File: src/rtl/poly_eval_horner.sv
// Serial-load polynomial evaluator: coefficients and x are entered one slot per go
// press/release, then y is computed by Horner's rule on a single multiply/add datapath.
module poly_eval_horner #(
    parameter int W      = 8,
    parameter int DEGREE = 2,
    parameter int IW     = $clog2(DEGREE + 2)
) (
    input  logic          clk,
    input  logic          resetn,
    input  logic          go,
    input  logic [W-1:0]  data_in,
    output logic [W-1:0]  data_result,
    output logic          overflow,
    output logic          done,
    output logic          busy,
    output logic [IW-1:0] load_idx
);

    typedef enum logic [2:0] {
        S_LOAD      = 3'd0,
        S_LOAD_WAIT = 3'd1,
        S_INIT      = 3'd2,
        S_MUL       = 3'd3,
        S_ADD       = 3'd4,
        S_DONE      = 3'd5
    } state_t;

    state_t                  state_q, state_d;
    logic [DEGREE:0][W-1:0]  coef_q, coef_d;
    logic [W-1:0]            x_q, x_d;
    logic [W-1:0]            acc_q, acc_d;
    logic [W-1:0]            result_q, result_d;
    logic                    ovf_q, ovf_d;
    logic                    overflow_q, overflow_d;
    logic                    done_q, done_d;
    logic [IW-1:0]           load_idx_q, load_idx_d;
    logic [IW-1:0]           i_q, i_d;

    logic [W-1:0]            coef_sel;
    logic [2*W-1:0]          prod;
    logic [W:0]              sum;
    logic                    last_slot;

    assign last_slot = (load_idx_q == IW'(DEGREE + 1));

    // Explicit decode keeps the index lookup in range for any IW/DEGREE pairing.
    always_comb begin
        coef_sel = '0;
        for (int k = 0; k <= DEGREE; k++) begin
            if (i_q == IW'(k)) coef_sel = coef_q[k];
        end
    end

    assign prod = {{W{1'b0}}, acc_q} * {{W{1'b0}}, x_q};
    assign sum  = {1'b0, acc_q} + {1'b0, coef_sel};

    always_comb begin
        state_d    = state_q;
        coef_d     = coef_q;
        x_d        = x_q;
        acc_d      = acc_q;
        result_d   = result_q;
        ovf_d      = ovf_q;
        overflow_d = overflow_q;
        done_d     = 1'b0;
        load_idx_d = load_idx_q;
        i_d        = i_q;
        case (state_q)
            S_LOAD: begin
                for (int k = 0; k <= DEGREE; k++) begin
                    if (load_idx_q == IW'(k)) coef_d[k] = data_in;
                end
                if (last_slot) x_d = data_in;
                if (go) state_d = S_LOAD_WAIT;
            end
            S_LOAD_WAIT: begin
                // Advance only on release so a held go counts once.
                if (!go) begin
                    if (last_slot) begin
                        state_d = S_INIT;
                    end else begin
                        load_idx_d = load_idx_q + IW'(1);
                        state_d    = S_LOAD;
                    end
                end
            end
            S_INIT: begin
                acc_d   = coef_q[DEGREE];
                i_d     = IW'(DEGREE - 1);
                ovf_d   = 1'b0;
                state_d = S_MUL;
            end
            S_MUL: begin
                acc_d   = prod[W-1:0];
                ovf_d   = ovf_q | (|prod[2*W-1:W]);
                state_d = S_ADD;
            end
            S_ADD: begin
                acc_d = sum[W-1:0];
                ovf_d = ovf_q | sum[W];
                if (i_q == '0) begin
                    state_d = S_DONE;
                end else begin
                    i_d     = i_q - IW'(1);
                    state_d = S_MUL;
                end
            end
            S_DONE: begin
                result_d   = acc_q;
                overflow_d = ovf_q;
                done_d     = 1'b1;
                load_idx_d = '0;
                state_d    = S_LOAD;
            end
            default: state_d = S_LOAD;
        endcase
    end

    always_ff @(posedge clk) begin
        if (!resetn) begin
            state_q    <= S_LOAD;
            coef_q     <= '0;
            x_q        <= '0;
            acc_q      <= '0;
            result_q   <= '0;
            ovf_q      <= 1'b0;
            overflow_q <= 1'b0;
            done_q     <= 1'b0;
            load_idx_q <= '0;
            i_q        <= '0;
        end else begin
            state_q    <= state_d;
            coef_q     <= coef_d;
            x_q        <= x_d;
            acc_q      <= acc_d;
            result_q   <= result_d;
            ovf_q      <= ovf_d;
            overflow_q <= overflow_d;
            done_q     <= done_d;
            load_idx_q <= load_idx_d;
            i_q        <= i_d;
        end
    end

    assign data_result = result_q;
    assign overflow    = overflow_q;
    assign done        = done_q;
    assign load_idx    = load_idx_q;
    assign busy        = (state_q == S_INIT) || (state_q == S_MUL) ||
                         (state_q == S_ADD)  || (state_q == S_DONE);

endmodule

File: config.mk
export PLATFORM = sky130hd
export DESIGN_NAME = poly_eval_horner
export DESIGN_NICKNAME = d
export VERILOG_FILES = /design/src/rtl/poly_eval_horner.sv
export SDC_FILE = /design/constraint.sdc
export NUM_CORES = 1
export LEC_CHECK = 0
export BUFFER_PORTS_ARGS = -buffer_cell sky130_fd_sc_hd__buf_2
export CORE_UTILIZATION = 55
export DETAILED_ROUTE_END_ITERATION = 6
export PLACE_DENSITY = 0.81
export SLEW_MARGIN = 15
export SYNTH_ARGS = -nofsm -noshare
export SYNTH_HDL_FRONTEND = slang
export SYNTH_SLANG_ARGS = --single-unit
File: constraint.sdc
create_clock -name clk -period 4.85 [get_ports clk]
set_input_delay 0.97 -clock clk [delete_from_list [all_inputs] [get_ports clk]]
set_output_delay 0.97 -clock clk [all_outputs]
set_load 0.02 [all_outputs]
# Word-level counts from Yosys, hierarchy flattened

Cells that the tools add are included.

Flip-flop bits (word level): 58
Input port bits: 11
Output and inout port bits: 13
Word-level logic and storage cells: 65

Add/subtract/negate cells: 3
Mux-type cells: 16
Multipliers: 1
Reductions and logical operators: 17
Eq/ne operators: 14
Bitwise operators: 2

Operators with widths:

| kind                  | count |
|---|---|
| $mux W8               | 3 |
| $pmux W8 S3           | 1 |
| $mul A8 B8 Y16        | 1 |
| $pmux W3 S5           | 1 |
| $reduce_and A2 Y1     | 6 |
| $add A8 B8 Y9         | 1 |
| $mux W3               | 3 |
| $mux W2               | 4 |
| $ne A2 B2 Y1 const B  | 4 |
| $pmux W2 S2           | 2 |
| $reduce_or A8 Y1      | 1 |
| $eq A2 B2 Y1 const B  | 3 |
| $eq A3 B2 Y1 const B  | 2 |
| $eq A3 B3 Y1 const B  | 2 |
| $eq A2 B1 Y1 const B  | 2 |
| $logic_not A2 Y1      | 2 |
| $reduce_bool A2 Y1    | 2 |
| $eq A3 B1 Y1 const B  | 1 |
| $logic_not A3 Y1      | 1 |
| $logic_or A1 B1 Y1    | 3 |
| $pmux W1 S3           | 1 |
| $reduce_and A3 Y1     | 1 |
| $reduce_bool A3 Y1    | 1 |
| $add A2 B1 Y2 const B | 1 |
| 3 further kinds       | 4 |

# Logic depth before layout (Yosys ltp)

Gate-level depths: netlist (run 1).

Depth in word-level cells: 7
Mapped depth: 17
Depth with buffers taken out: 15

# Worst setup path after synthesis (run 1)

OpenSTA, ideal clock, no wires.

Kind: flip-flop to flip-flop
Start point: register acc_q[1]
End point: register ovf_q
Path buffers: 1
Setup time: 0.127 ns
Period minus slack after synthesis: 4.342 ns
Data required time: 4.723 ns
Stages on the path, launching flop included: 14
Path slack: 0.508 ns
Data arrival time: 4.215 ns
Cell sequence: dfxtp_1 > clkbuf_1 > nand2_1 > fa_1 > fa_1 > fa_1 > fa_1 > inv_1 > ha_1 > mux2_2 > a2111oi_0 > o2111ai_1 > nor4_1 > a31oi_1

Cells in the longest elaborated chain, start to end: 4
Elaborated cells on any way between the ends: 6
Classes of those cells: add/sub (1); mul (1); mux (1); bitwise (2); reduce/logical (1)

RTL lines:

| element                  | line | source |
|---|---|---|
| start: declaration       | 31   | `logic [W-1:0] acc_q, acc_d;` |
| start signal: assignment | 124  | `acc_q <= '0;` |
| start signal: assignment | 135  | `acc_q <= acc_d;` |
| $mul A8 B8 Y16           | 54   | `assign prod = {{W{1'b0}}, acc_q} * {{W{1'b0}}, x_q};` |
| $reduce_or A8 Y1         | 95   | `ovf_d = ovf_q \| (\|prod[2*W-1:W]);` |
| $or A1 B1 Y1             | 95   |  |
| $pmux W1 S3 *            | 68   | `case (state_q)` |
| end signal: assignment   | 137  | `ovf_q <= ovf_d;` |
| end: declaration         | 33   | `logic ovf_q, ovf_d;` |

Mark *: on every way between the ends. The rest lies on a longest branch, timed or not.
A chain may end at the register's enable or synchronous reset.

# Worst setup path after layout (run 1)

Start point: register x_q[2]
End point: register ovf_q

Cells in the longest elaborated chain, start to end: 4

RTL lines:

| element                  | line | source |
|---|---|---|
| start: declaration       | 30   | `logic [W-1:0] x_q, x_d;` |
| start signal: assignment | 123  | `x_q <= '0;` |
| start signal: assignment | 134  | `x_q <= x_d;` |
| $mul A8 B8 Y16           | 54   |  |
| $reduce_or A8 Y1         | 95   |  |
| $or A1 B1 Y1             | 95   |  |
| $pmux W1 S3              | 68   |  |

No other way between the ends.

==> results of run 1 <==
layer usage:
metal,part of all wire,wire [microns],up-vias,track usage
met4,0.015,170,0,0.0746
met1,0.43,5000,2069,0.334
met3,0.061,713,11,0.0415
li1,-,-,2167,-
met2,0.50,5840,143,0.454
met5,0,0,-,0
stage by stage:
stage               power (mW)  worst slack (ns)
floorplan                0.546             0.508
finish                   0.962             0.325
CTS                      0.965             0.146
global placement         0.563             0.401
detailed placement       0.566             0.171
global route              1.00            0.0829
worst register-to-register path, cell delays in order (launching register included):
cell       delay, ns
dfxtp_1         0.55
nand2_1         0.12
fa_1            0.51
fa_1            0.44
fa_1            0.51
fa_1            0.54
inv_1           0.04
ha_1            0.37
mux2_2          0.36
a2111oi_0       0.42
o2111ai_1       0.20
nor4_2          0.23
a31oi_1         0.12
sequential cells by signal, indices dropped and copies added (netlist names):
| name | cells |
|---|---|
| done | 1 |
| ovf_q | 1 |
| data_result | 8 |
| load_idx | 2 |
| state_q | 3 |
| acc_q | 8 |
| i_q | 2 |
| coef_q | 24 |
| overflow | 1 |
| x_q | 8 |
power by group:
group	leakage, nW	switching, mW	internal, mW
combinational	1.84	0.0444	0.0225
clock	0.0882	0.207	0.199
sequential	0.472	0.00494	0.485
cell usage in the layout (no fill, tap or decap), drive strengths merged, types with 8 or more instances in the layout:
cell / count
nand2: 141
a21oi: 69
inv: 65
dfxtp: 58
ha: 51
nor2: 37
fa: 37
and2: 34
buf: 27
o21ai: 21
nand3: 13
clkbuf: 10
a211oi: 8
final timing paths:
kind             startpoint             end  slack, ns  depth (start not counted)
max reg2reg          x_q[2]           ovf_q       0.33                         12
min          data_result[2]  data_result[2]       0.45                          2
max                  x_q[2]           ovf_q       0.33                         12
min reg2reg  data_result[2]  data_result[2]       0.45                          2
logic make-up (layout without fill, tap and decap cells):
logic type / after synthesis / in the layout / share of synthesized area
AOI/OAI and AO/OA: 137 / 137 / 0.164
xor gates and xnor gates: 7 / 7 / 0.0121
adders and majority gates: 88 / 88 / 0.272
buffers and inverters: 102 / 109 / 0.0773
DFF: 58 / 58 / 0.229
muxes: 10 / 10 / 0.0205
and+or+nand+nor: 254 / 254 / 0.225
repair_timing:
| item | in CTS | in global routing |
|---|---|---|
| hold buffers | 0 | 0 |
| resized for setup | 0 | 6 |
| endpoints found under the setup margin | 0 | 1 |
area by class of cell:
class	count	area (sq um)
clock buffers	10	138
fillers	777	3410
flip-flops and latches	58	1170
multi-input cells	496	3520
inverters	66	248
repair buffers	27	145
well taps	108	135
clock inverters	6	42.5
==> results.md, run 1 <==
* Seq cells post-synth at between 50 and 60
* Kind of critical path: reg2reg
* Largest net degree at the start of global routing at 32
* Area growth from synthesis to layout at 6.49%
* Synth area leaders: dfxtp_1 23%, fa_1 15%, ha_1 13%, nand2_1 10%, a21oi_1 6.8%
* Buffers and inverters on the worst path at 1
* Post-synthesis cell area at 5070 sq um
* Gr usage total at 0.261
* DR iter-0 viols at 296
* Routed len/inst at about 15 microns
* Pins Over Slew Limit at 0
* Core Box Area at 8810 sq um
* Crit path DAT at 4.75 ns
* Syn avg cell area at 7.73 sq um
* Crit-path leading delay family: adder cells
* Die area at just under 10,000 sq um
* GRT overflow at 0
* Vias at 4,390
* TritonCTS clock tree: done
* GP Congestion at 0.865
* Count of final setup violators at 0
* Rows at 34
* Fmax at 0.221 GHz
* Max-Cap Viols at 0
* Worst Tran Pin Value at around 1.2 ns
* FFs w/ async S/R, synth at 0
* Share of cells above drive strength 1 at 0.0860
* Hpwl dp at ~9000 microns
* ANT cells at 0
* Vias in the first global route at ~4,300
* CP max FO at 9
* Synthesized net count at about 760
* Placed insts at 755
* Nets at 757
* Post-route ant nets at 0
* Die width at about 100 microns
* Critical path's largest stage delay at 0.55 ns
* Number of synthesized flops with an enable pin at 0
* Vias/cell at 5.69
* Ports at 24
* Most frequent cell after synthesis: nand2_1
* H-tree Lvls at 3
* CP Launch Type: flip-flop
* Required @ worst endpoint at 5.07 ns
* Count of cell types in the netlist at 53
* Critical-path cell list: nand2_1 -> fa_1 -> fa_1 -> fa_1 -> fa_1 -> inv_1 -> ha_1 -> mux2_2 -> a2111oi_0 -> o2111ai_1 -> nor4_2 -> a31oi_1
* TritonCTS Buffers at 9
* Hold_ws at 0.451 ns
* DRC viols at 0
* PwrDens at 178 nW/um^2
* Total setup buffers inserted after CTS at 0
* Crit. End Element: flip-flop
* Setup_tns at 0 ns
* Peak supply drop at between 0.2 and 0.25 mV
* Critical Path Most Common Cell: fa_1
* Placed cell area at around 5200 sq um
* First-pass GRT wire length at a little under 20,000 microns
* Slowest CP cell: dfxtp_1
* Synth cell count leaders: 141 x nand2_1, 69 x a21oi_1, 65 x inv_1
* CTS Sinks at 58
* Most used flip-flop cell after synthesis: dfxtp_1
* Worst-skew pair later-pin latency at 0.34 ns
* Min-Delay Path Class: reg2reg
* Synth warnings at 0
* WL final at between 10,000 and 15,000 microns
* Mapped Cells at 656
* Design Area, Final at 5400 sq um
* RSZ-0062 raised after global routing: false
* Final Skew at 0.00650 ns
* Final Hold Viols at 0
* Register area share after synthesis at 0.229
* Largest area contributor in the netlist: dfxtp_1
* Non-Filler Instances at between 700 and 800
* Top-area cell type share of the netlist area at 0.229
* Root Driver: clkbuf_8
* Starting density of the core at 0.576
* Finished Core Util at 0.613
* Initial antenna violation count at 0
* Lkg Pwr at 2.40 nW
* DR pass1 iterations at 5
* Clk slew on worst S/H paths at 0.07 ns
* Buffers on Ports at 23
* Final min period at 4.52 ns
* Outcome: completed
* Rel. slew slack at 0.222
* Tcrit/Tclk final at 0.933
* Clk buf depth at 2
* DIE HEIGHT at roughly 98 microns
Power figures use the tool's default switching activity.
==> run 2: changes to the inputs <==
Settings changed: CELL_PAD_IN_SITES_DETAIL_PLACEMENT set to 1, CELL_PAD_IN_SITES_GLOBAL_PLACEMENT set to 2, CORE_UTILIZATION 55 to 37, PLACE_DENSITY 0.81 to 0.88.
==> results.md, run 2 (synthesis results as in run 1) <==
* Max-Cap Viols at 0
* First-pass GRT wire length at 23,700 microns
* Worst setup margin at 0.237 ns
* Final Skew at 0.00716 ns
* H-tree Lvls at 3
* Cts hold-fix bufs at 0
* Rel. slew slack at 0.211
* Critical R2R Capture: ovf_q
* Setup_tns at 0 ns
* Outcome: completed
* Fmax at about 0.22 GHz
* Max FFs per register at 24
* Hpwl dp at 11,200 microns
* GP Congestion at 0.824
* PwrDens at 224 nW/um^2
* Gr usage total at 0.211
* Placed cell area at 5310 sq um
* Critical-path cell list: nand2_1 -> fa_1 -> fa_1 -> fa_1 -> fa_1 -> inv_1 -> ha_1 -> mux2_2 -> a2111oi_1 -> o2111ai_1 -> nor4_1 -> a31oi_1
* Buffers on Ports at 23
* Lkg Pwr at 2.49 nW
* DRC viols at 0
* Pins Over Slew Limit at 0
* Multi-input logic area at 3520 sq um
* Vias at 4,452
* Crit path DAT at a little under 5 ns
* Count of final setup violators at 0
* CTS resizes at 0
* Critical Path Most Common Cell: fa_1
* Final Hold Viols at 0
* CP Launch Type: flip-flop
* WL final at 14,400 microns
* Rows at 42
* Design Area, Final at 5650 sq um
* R2R setup slack at around 0.24 ns
* Area growth from synthesis to layout at 11.4%
* Dpl ws at 0.0910 ns
* Initial antenna violation count at 0
* DIE HEIGHT at between 100 and 150 microns
* CP max FO at 9
* Critical path's largest stage delay at 0.57 ns
* Most frequent cells in the layout: 141 x nand2_1, 69 x a21oi_1, 65 x inv_1
* Clk slew on worst S/H paths at 0.05 ns
* Starting density of the core at 0.381
* Tcrit/Tclk final at 0.951
* Clk buf depth at 2
* Core Box Area at 13,300 sq um
* GRT overflow at 0
* Finished Core Util at 0.425
* Die area at 14,200 sq um
* Crit. End Element: flip-flop
* Min-Delay Path Class: reg2reg
* Worst Tran Pin Value at 1.18 ns
* RSZ-0062 raised after global routing: false
* DR iter-0 viols at 279
* Fill count at 1,628
* R2r startpoint: x_q[2]
* Final min period at approximately 4.6 ns
* FF+latch area at 1170 sq um
* Total setup buffers inserted after CTS at 0
* Root Driver: clkbuf_16
* Largest register by flop count: coef_q
* Ports at 24
* Worst-skew pair later-pin latency at 0.33 ns
* TritonCTS Buffers at 9
* Slowest CP cell: dfxtp_1
* Die width at 119 microns
* Routed len/inst at 17.1 microns
* Vias/cell at 5.29
* Total power at 1.27 mW
* Required @ worst endpoint at 5.04 ns
* Hold path depth at 2
* TritonCTS clock tree: done
* Nets at approximately 760
* Post-route ant nets at 0
* HP Start: data_result[7]
* Worst Hold End: data_result[7]
* DR pass1 iterations at 4
* Kind of critical path: reg2reg
* CTS Sinks at 58
* Vias in the first global route at 4,730
* ANT cells at 0
* Peak supply drop at 0.170 mV
* Share of cells above drive strength 1 at 0.0902
* Commonest non-fill, non-tap cell in the layout: nand2_1
* Largest net degree at the start of global routing at 33
* R2R depth at 12
[run 2: cell types whose count changed in the layout (fill, tap and decap cells not counted), sizes merged]
| cell | change |
|---|---|
| bufinv | +2 |
| clkbuf | +2 |
| clkinvlp | -2 |
| buf | +2 |
| clkinv | -2 |
[run 2: critical path, delay by kind of cell, from the launching register on]
family | cells | cell delay (ns)
muxes | 1 | 0.36
DFF | 1 | 0.57
AOI/OAI and AO/OA | 3 | 0.74
buffers and inverters | 1 | 0.04
and+or+nand+nor | 2 | 0.35
adders and majority gates | 5 | 2.41
[run 2: area by class of cell]
class | instances | share of cell area
Clock inverter | 4 | 0.0131
Clock buffer | 12 | 0.0454
Sequential cell | 58 | 0.207
Multi-Input combinational cell | 496 | 0.623
Timing Repair Buffer | 29 | 0.0284
Tap cell | 176 | 0.0390
Inverter | 66 | 0.0439
[run 2: per-stage QoR]
step,hold slack (ns),cells
after CTS,0.457,841
after detailed placement,0.449,825
after floorplan,0.436,656
after global placement,0.442,825
after global routing,0.484,841
final,0.453,841
[run 2: worst max path at each step]
stage                     slack (ns)    end      from
final                           0.24  ovf_q    x_q[2]
after global routing           0.004  ovf_q    x_q[2]
after CTS                       0.05  ovf_q  acc_q[1]
after detailed placement        0.09  ovf_q  acc_q[1]
after global placement          0.39  ovf_q  acc_q[1]
after floorplan                 0.51  ovf_q  acc_q[1]
[run 2: report_power, final]
group | switching, mW | total [mW] | leakage [nW] | internal [mW]
Sequential | 0.00496 | 0.490 | 0.474 | 0.485
Clock | 0.229 | 0.706 | 0.163 | 0.478
Combinational | 0.0473 | 0.0699 | 1.85 | 0.0226
[run 2: per-layer routing]
layer,global-route usage,up-vias,wire length [microns],share of wire
met1,0.266,2209,6590,0.46
li1,-,2164,-,-
met2,0.372,63,7210,0.50
met5,0,-,0,0
met4,0.0578,0,221,0.015
met3,0.0297,16,330,0.023
==> run 3: changes to the inputs <==
Settings changed: ABC_AREA set to 1, CORE_UTILIZATION 37 to 36, PLACE_DENSITY 0.88 to 0.89.
==> results.md, run 3 <==
* Clk buf depth at 2
* Count of cell types in the netlist at 35
* Most frequent cells in the layout: 186 x nand2_1, 143 x inv_1, 78 x a21oi_1
* Most frequent cell after synthesis: nand2_1
* Core Box Area at 13,900 sq um
* Clk slew on worst S/H paths at around 0.050 ns
* DIE HEIGHT at 122 microns
* Count of final setup violators at 0
* H-tree Lvls at 3
* CP max FO at 12
* DR top layer: met4
* Final min period at 4.53 ns
* CP Launch Type: flip-flop
* Area growth from synthesis to layout at 11.6%
* PwrDens at 236 nW/um^2
* Gr usage total at 0.219
* FFs w/ async S/R, synth at 0
* Post-synthesis compound-gate area fraction at 0.137
* TritonCTS Buffers at 9
* Rows at 43
* Synth cell count leaders: 186 x nand2_1, 143 x inv_1, 78 x a21oi_1
* Setup_tns at 0 ns
* Hpwl dp at 12,500 microns
* Root Driver: clkbuf_16
* Fmax at between 0.2 and 0.25 GHz
* Lkg Pwr at 2.91 nW
* Most used flip-flop cell after synthesis: dfxtp_1
* CTS resizes at 0
* Synthesized net count at around 840
* DR pass1 iterations at 4
* Die area at between 10,000 and 15,000 sq um
* Multiplexer share of the synthesized area at 0
* Share of cells above drive strength 1 at 0.0786
* Worst-skew pair later-pin latency at 0.33 ns
* CTS Sinks at 58
* First-pass GRT wire length at 25,300 microns
* Critical-path cell list: nand2_1 -> fa_1 -> fa_1 -> fa_1 -> fa_1 -> inv_1 -> ha_1 -> nand2_1 -> inv_1 -> nand2_1 -> nand2_1 -> nand2_1 -> nand3_1 -> nand2_1 -> nand3_1 -> nor2_1 -> nand3_1 -> nand2_1 -> nand2_1 -> nand2_1 -> a21oi_1
* Adder-cell share of the synthesized area at 0.267
* Min-Delay Path Class: reg2reg
* Largest register by flop count: coef_q
* Metal3 WL at 427 microns
* Tcrit/Tclk final at 0.934
* Required @ worst endpoint at approximately 5.1 ns
* Register area share after synthesis at 0.225
* Simple-Gate Fraction of Synth Area at 0.233
* Starting density of the core at 0.371
* Mapped Cells at 739
* Buffers and inverters on the worst path at 2
* Final Hold Viols at 0
* WL final at 15,400 microns
* Commonest non-fill, non-tap cell in the layout: nand2_1
* Final Skew at around 0.0056 ns
* Combinational family with the most area after synthesis: adder cells
* Vias in the first global route at 5,182
* DR iter-0 viols at 263
* Cts hold-fix bufs at 0
* Critical Path Most Common Cell: nand2_1
* Fill count at 1,791
* Worst Tran Pin Value at 0.719 ns
* Top-area cell type share of the netlist area at 0.225
* Wire length on met2 at 8060 microns
* Initial antenna violation count at 0
* Synth area leaders: dfxtp_1 22%, fa_1 14%, nand2_1 14%, ha_1 12%, inv_1 10%
* Crit path DAT at between 4 and 5 ns
* Routed len/inst at 16.6 microns
* Total power at 1.36 mW
* Total setup buffers inserted after CTS at 0
* Kind of critical path: reg2reg
* Rel. slew slack at 0.519
* Max-Cap Viols at 0
* ANT cells at 0
* Slowest CP cell: dfxtp_1
* Critical path's largest stage delay at 0.63 ns
* Largest area contributor in the netlist: dfxtp_1
* Vias/cell at 5.16
* TritonCTS clock tree: done
* GRT overflow at 0
* Crit-path leading delay family: adder cells
* Post-synthesis cell area at 5170 sq um
* Number of synthesized flops with an enable pin at 0
* Syn avg cell area at 6.99 sq um
* Seq cells post-synth at 58
* Crit. End Element: flip-flop
* RSZ-0062 raised after global routing: false
* Outcome: completed
* Buffers on Ports at 23
* Routed length on met1 at 6660 microns
* Ports at 24
* Vias at between 4,000 and 5,000
* Synth Area in XOR/XNOR at 0.00509
* Synth warnings at 0
* Post-route ant nets at 0
* DRC viols at 0
* Nets at approximately 850
* Largest net degree at the start of global routing at 29
* Die width at 122 microns
* Max FFs per register at 24
* Peak supply drop at about 0.21 mV
* Pins Over Slew Limit at 0
* GP Congestion at 0.834
[run 3: power by group]
part           leakage [nW]  total [mW]  internal, mW  switching [mW]
registers             0.470       0.509         0.496          0.0132
clock network         0.165       0.720         0.491           0.230
logic                  2.28       0.131        0.0408          0.0900
[run 3: final timing paths]
check,endpoint,cells past startpoint,slack [ns],from
worst min-delay path,data_result[7],2,0.46,data_result[7]
worst max register to register,ovf_q,21,0.32,acc_q[1]
worst min register to register,data_result[7],2,0.46,data_result[7]
worst max-delay path,ovf_q,21,0.32,acc_q[1]
[run 3: worst min-delay path, stage by stage (launching register included)]
cell and delay (ns):
dfxtp_1 0.30, nand2_1 0.06, a21oi_1 0.05
[run 3: per-stage QoR]
step           instance area, sq um   util  worst slack (ns)  std cells  hold WS [ns]
2_1_floorplan                  5170      -             0.763        739         0.441
3_3_place_gp                   5420  0.389             0.495        915         0.448
3_5_place_dp                   5420  0.389             0.346        915         0.454
4_1_cts                        5760  0.414             0.328        931         0.462
5_1_grt                        5760  0.414            0.0448        931         0.477
6_report                       5760  0.414             0.321        931         0.458
[run 3: cells by family (layout without fill, tap and decap cells)]
logic type | Yosys count | in the layout
simple gates | 280 | 280
buf+inv | 181 | 193
compound gates | 129 | 129
fa+ha+maj | 88 | 88
flops | 58 | 58
xor+xnor | 3 | 3
[run 3: per-layer routing]
metal  GRT usage  up-vias
met1       0.267     2353
met5           0        -
met2       0.398       78
met4      0.0802        0
li1            -     2350
met3      0.0206       22
[run 3: cell type report]
| cell class | instances | area [sq um] | share of cell area |
|---|---|---|---|
| clock buffer | 12 | 267 | 0.0462 |
| multi-input combinational | 500 | 3320 | 0.575 |
| inverter | 147 | 554 | 0.0962 |
| sequential | 58 | 1160 | 0.201 |
| tap | 180 | 225 | 0.0391 |
| timing repair buffer | 30 | 168 | 0.0291 |
| clock inverter | 4 | 72.6 | 0.0126 |
